File: config.mk
export PLATFORM = sky130hd
export DESIGN_NAME = alu_share_arbiter
export DESIGN_NICKNAME = d
export VERILOG_FILES = /design/src/rtl/alu_arb_pkg.sv /design/src/rtl/alu_arb_rr2.sv /design/src/rtl/alu_share_arbiter.sv
export SDC_FILE = /design/constraint.sdc
export NUM_CORES = 1
export LEC_CHECK = 0
export CORE_MARGIN = 3
export CORE_UTILIZATION = 30
export CTS_CLUSTER_SIZE = 16
export DETAILED_ROUTE_END_ITERATION = 8
export DONT_BUFFER_PORTS = 1
export PLACE_DENSITY = 0.4
export SYNTH_ARGS = -nofsm -noshare
export SYNTH_HDL_FRONTEND = slang
export SYNTH_SLANG_ARGS = --single-unit
File: constraint.sdc
create_clock -name clk -period 5.1 [get_ports clk]
set_input_delay 1.02 -clock clk [delete_from_list [all_inputs] [get_ports clk]]
set_output_delay 1.02 -clock clk [all_outputs]
set_load 0.005 [all_outputs]
File: src/rtl/alu_arb_pkg.sv
// Shared types and constants for the two-requester ALU sharing arbiter.
package alu_arb_pkg;

    typedef enum logic [1:0] {
        IDLE = 2'd0,
        EXEC = 2'd1,
        RESP = 2'd2
    } state_t;

    // Flag bit positions within the {N,Z,C,V} flag vector.
    localparam int FLAG_N = 3;
    localparam int FLAG_Z = 2;
    localparam int FLAG_C = 1;
    localparam int FLAG_V = 0;

    localparam logic [3:0] ALU_ADD = 4'h0;

endpackage

File: src/rtl/alu_arb_rr2.sv
// Two-way round-robin picker; a held lock restricts the pick to the current owner.
module alu_arb_rr2
    import alu_arb_pkg::*;
(
    input  logic [1:0] valid,
    input  logic       last_grant,
    input  logic       lock_q,
    input  logic       owner,
    output logic [1:0] grant
);

    logic [1:0] mask_s;
    logic [1:0] cand_s;

    // Mask out the non-owner while locked, then pick, favouring the requester not granted last.
    always_comb begin
        mask_s = 2'b11;
        if (lock_q) begin
            mask_s = owner ? 2'b10 : 2'b01;
        end else begin
            mask_s = 2'b11;
        end
        cand_s = valid & mask_s;
        case (cand_s)
            2'b01:   grant = 2'b01;
            2'b10:   grant = 2'b10;
            2'b11:   grant = last_grant ? 2'b01 : 2'b10;
            default: grant = 2'b00;
        endcase
    end

endmodule

File: src/rtl/alu_share_arbiter.sv
// Shares one external combinational ALU between two requesters with round-robin
// arbitration, registered responses and an optional carry-chaining bus lock.
module alu_share_arbiter
    import alu_arb_pkg::*;
#(
    parameter int WIDTH        = 32,
    parameter int CTRL_W       = 4,
    parameter int FLAG_W       = 4,
    parameter int CARRY_BIT    = 1,
    parameter int LOCK_TIMEOUT = 16
) (
    input  logic              clk,
    input  logic              rst_n,
    input  logic              r0_valid,
    output logic              r0_ready,
    input  logic [WIDTH-1:0]  r0_a,
    input  logic [WIDTH-1:0]  r0_b,
    input  logic [CTRL_W-1:0] r0_ctrl,
    input  logic              r0_cin,
    input  logic              r0_cin_sel,
    input  logic              r0_lock,
    output logic              r0_rsp_valid,
    input  logic              r0_rsp_ready,
    output logic [WIDTH-1:0]  r0_result,
    output logic [FLAG_W-1:0] r0_flags,
    input  logic              r1_valid,
    output logic              r1_ready,
    input  logic [WIDTH-1:0]  r1_a,
    input  logic [WIDTH-1:0]  r1_b,
    input  logic [CTRL_W-1:0] r1_ctrl,
    input  logic              r1_cin,
    input  logic              r1_cin_sel,
    input  logic              r1_lock,
    output logic              r1_rsp_valid,
    input  logic              r1_rsp_ready,
    output logic [WIDTH-1:0]  r1_result,
    output logic [FLAG_W-1:0] r1_flags,
    output logic [WIDTH-1:0]  alu_a,
    output logic [WIDTH-1:0]  alu_b,
    output logic [CTRL_W-1:0] alu_ctrl,
    output logic              alu_cin,
    input  logic [WIDTH-1:0]  alu_result,
    input  logic [FLAG_W-1:0] alu_flags,
    output logic              busy,
    output logic              lock_timeout
);

    localparam logic [7:0] TMO = 8'(LOCK_TIMEOUT);

    state_t            state_r, state_s;
    logic              last_grant_r, owner_r, lock_r, carry_r, pulse_r;
    logic [7:0]        tcnt_r;
    logic [WIDTH-1:0]  op_a_r, op_b_r;
    logic [CTRL_W-1:0] op_ctrl_r;
    logic              op_cin_r;
    logic [WIDTH-1:0]  result_r [2];
    logic [FLAG_W-1:0] flags_r [2];
    logic [1:0]        rsp_valid_r;

    logic [1:0]        valid_s, grant_s, ready_s, rsp_ready_s;
    logic              accept_s, acc_id_s, acc_cin_s, acc_lock_s;
    logic              rsp_done_s, count_s, hit_s;
    logic [WIDTH-1:0]  acc_a_s, acc_b_s;
    logic [CTRL_W-1:0] acc_ctrl_s;

    assign valid_s     = {r1_valid, r0_valid};
    assign rsp_ready_s = {r1_rsp_ready, r0_rsp_ready};

    alu_arb_rr2 u_rr2 (
        .valid      (valid_s),
        .last_grant (last_grant_r),
        .lock_q     (lock_r),
        .owner      (owner_r),
        .grant      (grant_s)
    );

    // Handshake qualification, accepted-request mux and lock-timeout conditions.
    always_comb begin
        ready_s = 2'b00;
        if (state_r == IDLE) begin
            ready_s = grant_s;
        end else begin
            ready_s = 2'b00;
        end
        accept_s = |(valid_s & ready_s);
        acc_id_s = grant_s[1];
        if (acc_id_s) begin
            acc_a_s    = r1_a;
            acc_b_s    = r1_b;
            acc_ctrl_s = r1_ctrl;
            acc_cin_s  = r1_cin_sel ? carry_r : r1_cin;
            acc_lock_s = r1_lock;
        end else begin
            acc_a_s    = r0_a;
            acc_b_s    = r0_b;
            acc_ctrl_s = r0_ctrl;
            acc_cin_s  = r0_cin_sel ? carry_r : r0_cin;
            acc_lock_s = r0_lock;
        end
        rsp_done_s = rsp_valid_r[owner_r] & rsp_ready_s[owner_r];
        // The counter parks at TMO for exactly one cycle: that is the pulse cycle.
        count_s    = (state_r == IDLE) && lock_r && !valid_s[owner_r] && (tcnt_r != TMO);
        hit_s      = (tcnt_r == TMO);
    end

    // Next-state logic.
    always_comb begin
        state_s = state_r;
        case (state_r)
            IDLE:    state_s = accept_s ? EXEC : IDLE;
            EXEC:    state_s = RESP;
            RESP:    state_s = rsp_done_s ? IDLE : RESP;
            default: state_s = IDLE;
        endcase
    end

    // State register.
    always_ff @(posedge clk or negedge rst_n) begin
        if (!rst_n) begin
            state_r <= IDLE;
        end else begin
            state_r <= state_s;
        end
    end

    // Operand registers feed the ALU directly and hold between operations.
    always_ff @(posedge clk or negedge rst_n) begin
        if (!rst_n) begin
            op_a_r    <= {WIDTH{1'b0}};
            op_b_r    <= {WIDTH{1'b0}};
            op_ctrl_r <= {CTRL_W{1'b0}};
            op_cin_r  <= 1'b0;
        end else if (accept_s) begin
            op_a_r    <= acc_a_s;
            op_b_r    <= acc_b_s;
            op_ctrl_r <= acc_ctrl_s;
            op_cin_r  <= acc_cin_s;
        end
    end

    // Grant history, ownership, lock and lock-timeout tracking.
    always_ff @(posedge clk or negedge rst_n) begin
        if (!rst_n) begin
            last_grant_r <= 1'b1;
            owner_r      <= 1'b0;
            lock_r       <= 1'b0;
            tcnt_r       <= 8'd0;
            pulse_r      <= 1'b0;
        end else begin
            if (accept_s) begin
                last_grant_r <= acc_id_s;
                owner_r      <= acc_id_s;
                lock_r       <= acc_lock_s;
                tcnt_r       <= 8'd0;
            end else if (hit_s) begin
                lock_r <= 1'b0;
                tcnt_r <= 8'd0;
            end else if (count_s) begin
                tcnt_r <= tcnt_r + 8'd1;
            end
            pulse_r <= count_s && (tcnt_r == TMO - 8'd1);
        end
    end

    // Response capture into the owner's registers and carry bookkeeping.
    always_ff @(posedge clk or negedge rst_n) begin
        if (!rst_n) begin
            result_r[0] <= {WIDTH{1'b0}};
            result_r[1] <= {WIDTH{1'b0}};
            flags_r[0]  <= {FLAG_W{1'b0}};
            flags_r[1]  <= {FLAG_W{1'b0}};
            rsp_valid_r <= 2'b00;
            carry_r     <= 1'b0;
        end else if (state_r == EXEC) begin
            result_r[owner_r]    <= alu_result;
            flags_r[owner_r]     <= alu_flags;
            rsp_valid_r[owner_r] <= 1'b1;
            carry_r              <= alu_flags[CARRY_BIT];
        end else if ((state_r == RESP) && rsp_done_s) begin
            rsp_valid_r[owner_r] <= 1'b0;
        end
    end

    assign r0_ready     = ready_s[0];
    assign r1_ready     = ready_s[1];
    assign r0_rsp_valid = rsp_valid_r[0];
    assign r1_rsp_valid = rsp_valid_r[1];
    assign r0_result    = result_r[0];
    assign r1_result    = result_r[1];
    assign r0_flags     = flags_r[0];
    assign r1_flags     = flags_r[1];
    assign alu_a        = op_a_r;
    assign alu_b        = op_b_r;
    assign alu_ctrl     = op_ctrl_r;
    assign alu_cin      = op_cin_r;
    assign busy         = (state_r != IDLE);
    assign lock_timeout = pulse_r;

endmodule
# After elaboration in Yosys (flattened, before gate mapping)

Cells that the tools add are included.

Register bits after elaboration: 158
Input port bits: 184
Word-level logic and storage cells: 86

Add/subtract/negate cells: 1
$lt $le $gt $ge: 4
Equal/unequal tests: 8
Muxes and demuxes: 36
Bitwise logic cells: 7
Reductions and logical operators: 14

Operators with widths:

| kind                | number |
|---|---|
| $mux 32             | 3 |
| $bwmux 64           | 1 |
| $demux 32 s1        | 1 |
| $mux 8              | 3 |
| $mux 1              | 14 |
| $mux 2              | 7 |
| $pmux 2 s3          | 2 |
| $add 8x1->8 const B | 1 |
| $bwmux 8            | 1 |
| $eq 8x4->1 const B  | 1 |
| $eq 8x5->1 const B  | 1 |
| $mux 4              | 2 |
| $ne 8x5->1 const B  | 1 |
| $logic_and 1x1->1   | 7 |
| $and 2x2->2         | 3 |
| $eq 2x2->1 const B  | 3 |
| $reduce_bool 2->1   | 3 |
| $demux 4 s1         | 1 |
| $eq 2x1->1 const B  | 2 |
| $reduce_bool 3->1   | 1 |
| $ge 2x2->1 const B  | 1 |
| $logic_not 2->1     | 1 |
| $lt 1x2->1 const B  | 1 |
| $lt 2x1->1 const B  | 1 |
| 8 further kinds     | 8 |

# Longest topological paths before layout

Depth after elaboration: 10
Mapped depth: 8
Mapped depth without buffers: 6

# Cells and area by module

From an unflattened synthesis, not the netlist that was laid out.

Cell total of the unflattened synthesis: 551
Area total of the unflattened synthesis: 6755.2 sq um

Modules (own cells, without submodules):

| module            | instances | cells an instance | area each (sq um) | sequential area each (sq um) |
|---|---|---|---|---|
| alu_share_arbiter | 1         | 545               | 6717.7            | 3955.0 |
| alu_arb_rr2       | 1         | 6                 | 37.5              | 0.0 |

# Least setup slack after synthesis

OpenSTA, ideal clock, no wires.

Kind: input to output
Start: input r0_valid
End: output r1_ready
Arrival time: 1.697 ns
Slack: 2.383 ns
Cell stages on the path: 5
Buffers on the path: 2
Cells stage by stage: nand3b_1 > nand3_1 > buf_2 > buf_2 > nor2_1

Word-level cells in the longest chain between the ends: 4
Elaborated cells on any way between the ends: 6
Those cells by class: eq/ne (3); mux (2); bitwise (1)

RTL lines:

| item                                            | line                    | source |
|---|---|---|
| start: declaration                              | alu_share_arbiter.sv:14 | `input logic r0_valid,` |
| $and 2x2->2 (*)                                 | alu_arb_rr2.sv:23       | `cand_s = valid & mask_s;` |
| $eq 2x2->1 / $eq 2x1->1 (equally long branches) | alu_arb_rr2.sv:24       | `case (cand_s)` |
| $pmux 2 s3 (*)                                  | alu_arb_rr2.sv:24       |  |
| $mux 2 (*)                                      | alu_share_arbiter.sv:80 | `if (state_r == IDLE) begin` |
| end: declaration                                | alu_share_arbiter.sv:27 | `output logic r1_ready,` |

Every way passes the cells marked *; elsewhere a longest branch is shown, timed or not.

# Worst setup path after layout

Start: register owner_r
End: output r1_ready

Word-level cells in the longest chain between the ends: 6
Elaborated cells on any way between the ends: 8
Those cells by class: eq/ne (3); mux (4); bitwise (1)

RTL lines:

| item                                            | line                     | source |
|---|---|---|
| start: declaration                              | alu_share_arbiter.sv:51  | `logic last_grant_r, owner_r, lock_r, carry_r, pulse_r;` |
| start signal: assignment                        | alu_share_arbiter.sv:152 | `owner_r <= acc_id_s;` |
| $mux 2 (*)                                      | alu_arb_rr2.sv:19        | `mask_s = owner ? 2'b10 : 2'b01;` |
| $mux 2 (*)                                      | alu_arb_rr2.sv:18        | `if (lock_q) begin` |
| $and 2x2->2 (*)                                 | alu_arb_rr2.sv:23        |  |
| $eq 2x2->1 / $eq 2x1->1 (equally long branches) | alu_arb_rr2.sv:24        |  |
| $pmux 2 s3 (*)                                  | alu_arb_rr2.sv:24        |  |
| $mux 2 (*)                                      | alu_share_arbiter.sv:80  |  |

Marked as above.

==> results.cfg <==
[clocking]
clk_pin_slew_ns = 0.06
cts_resized = 0
cts_buffer_depth = 2
clk_latency_ns = 0.42
htree_levels = 4
cts_tree = built
post_cts_buffers = 0
cts-root-buf = clkbuf_16
cts-buffers-inserted = 17
clock-sinks = 158
ctsHoldBuffers = 0

[pwr]
p_leak_nw = 3.495
ir_worst_vdd_mv = 0.1839
total_power_mw = 4.986
power.density_mw_per_mm2 = 655.9

[timing]
hold_viol_final = 0
slew_headroom_pct = 21.50
setup_tns_ns = 0
fin_crit_sh_pct = 61.99
rsz0062_at_grt = no
skew_ns = 0.01138
worstMarginPinSlew_ns = 1.175
setup-violations-final = 0
finalCriticalPeriod_ns = 3.161
maxSlewViolCount = 0
max_freq_mhz = 316.3

[critical_path]
crit_chain = nand2b_1 -> nand3_4 -> nor2_1
r2r-end = alu_b[2]
worst-path-buf-inv = 0
crit_path_start_kind = flip-flop
critPathRequiredTime_ns = 4.08
crit_slowest_cell = dfrtp_1
arrival_ns = 2.14
critPathTopFamily = simple AND/OR/NAND/NOR gates
crit_path_max_fanout = 26
r2r-start = owner_r
cpPeakStageDelay_ns = 0.61
path_class = flip-flop to output port
cp.depth = 3
reg2reg_depth = 4
r2r_slack_ns = 2.47
timing.critical_path.to_type = output port

[floorplan]
dieHeight_um = 156.5
coreArea_mm2 = 0.02203
num_rows = 54
dieArea_mm2 = 0.02450
die_w_um = 156.5
io_pins = 331
start_util_pct = 30.86

[drt]
vias = 4208
dr.pass1.iters = 4
via_per_inst = 4.980
totalWireLength_um = 17750
drc = 0
drt_iter0_markers = 169
wl_per_cell_um = 21.01
detail-route-antenna-nets = 0

[grt]
grt_pass1_vias = 4380
grt-ovfl-total = 0
grt_first_pass_wirelength_um = 26220
antenna_found_initial = 0
grt_max_degree = 159
grtUsageTotal_pct = 14.07

[place]
io_buffers = 0
dp.cells = 813
hpwlAfterDp_um = 13120
gp_congestion = 0.7273

[layout]
layout-drive-gt1-share_pct = 8.673
finalNetCount = 738
area_growth_pct = 11.84
instances_no_fill = 845
diodes = 0

[yosys]
ys_ff_latch = 158
synthCells = 563
avgSynthCellArea_um2 = 12.07
yosysSeqAreaShare_pct = 58.19
synth_nets = 749
synth_edf_count = 0
synth_area_mm2 = 0.006797
synth_warnings = 0
synth_async_sr_flop_share_pct = 100.0
ys_types = 39
synth_flop_cell = dfrtp_1

[outcome]
status = finished, final reports clean

[worst_hold_path]
hold_path.class = input pin to async pin

[flow_run]
maxCapViolCount = 0
[metrics by stage]
stage          util, %  worst slack, ns  instance area (µm²)  hold WS [ns]
3_5_place_dp     31.83            2.063                 7012        0.4813
6_report         34.51            1.939                 7601        0.2993
4_1_cts          34.51            1.881                 7601        0.2639
3_3_place_gp     31.83            2.118                 7012        0.4850
5_1_grt          34.51            1.742                 7601        0.2620
2_1_floorplan        -            2.383                 6797        0.4465
[registers in the layout (all words and copies together), names as in the netlist, 2 cells and up, named ones only]
signal and cells:
alu_a 32, r1_flags 4, r0_flags 4, tcnt_r 8, alu_b 32, state_r 2
r0_result 32, r1_result 32, alu_ctrl 4
[synth_stat cells, drive strengths merged (5+ instances only)]
cell	instances	area [µm²]
nand3	9	55.05
mux2	72	810.8
dfrtp	157	3929
a21oi	12	60.06
o21ai	75	375.4
nand2	84	317.8
mux2i	72	720.7
nor2	9	38.79
or3	5	36.28
clkbuf	7	26.28
inv	7	26.27
buf	26	157.7
[worst max-delay path by stage]
stage               endpoint      from
detailed placement  r1_ready  r0_valid
global route        r1_ready   owner_r
finish              r1_ready   owner_r
CTS                 r1_ready   owner_r
global placement    r1_ready  r0_valid
floorplan           r1_ready  r0_valid
[cell families (layout without fill, tap and decap cells)]
| group | count (synthesis) | after routing | synth area share (%) |
|---|---|---|---|
| mux | 144 | 144 | 22.53 |
| flops | 158 | 158 | 58.19 |
| fa+ha+maj | 2 | 2 | 0.3681 |
| compound gates | 95 | 95 | 7.548 |
| simple gates | 124 | 124 | 8.266 |
| buf+inv | 40 | 42 | 3.093 |
[cell type report]
class	count	area, µm²
Clock buffer	18	439.2
Clock inverter	14	150.1
Fill cell	2187	14430
Inverter	7	26.28
Multi-Input combinational cell	365	2658
Sequential cell	158	3955
Tap cell	280	350.3
Timing Repair Buffer	3	22.52
[power breakdown]
part | total [mW] | switching (mW) | internal (mW)
combinational | 1.29 | 0.709 | 0.577
clock | 1.26 | 0.556 | 0.704
sequential | 2.44 | 0.567 | 1.87
total | 4.99 | 1.83 | 3.15
[layout by cell type (no fill, tap or decap), drive strengths merged, types with 2 or more instances in the layout]
cell type	count
clkbuf	18
mux2	72
inv	14
clkinv	4
nor2b	2
ha	2
or3	5
nor4	2
nor3	2
o21ai	75
dfrtp	157
a21oi	12
mux2i	72
clkinvlp	2
buf	3
or4	3
nand4	3
a211oi	2
nor2	9
nand3	9
and3	2
nand2	84
[layer usage]
metal	track usage, %	part of all wire (%)
met2	24.35	51
met5	0	0
met1	14.75	35
met3	7.826	13
met4	3.960	1.3
Power figures use the tool's default switching activity.
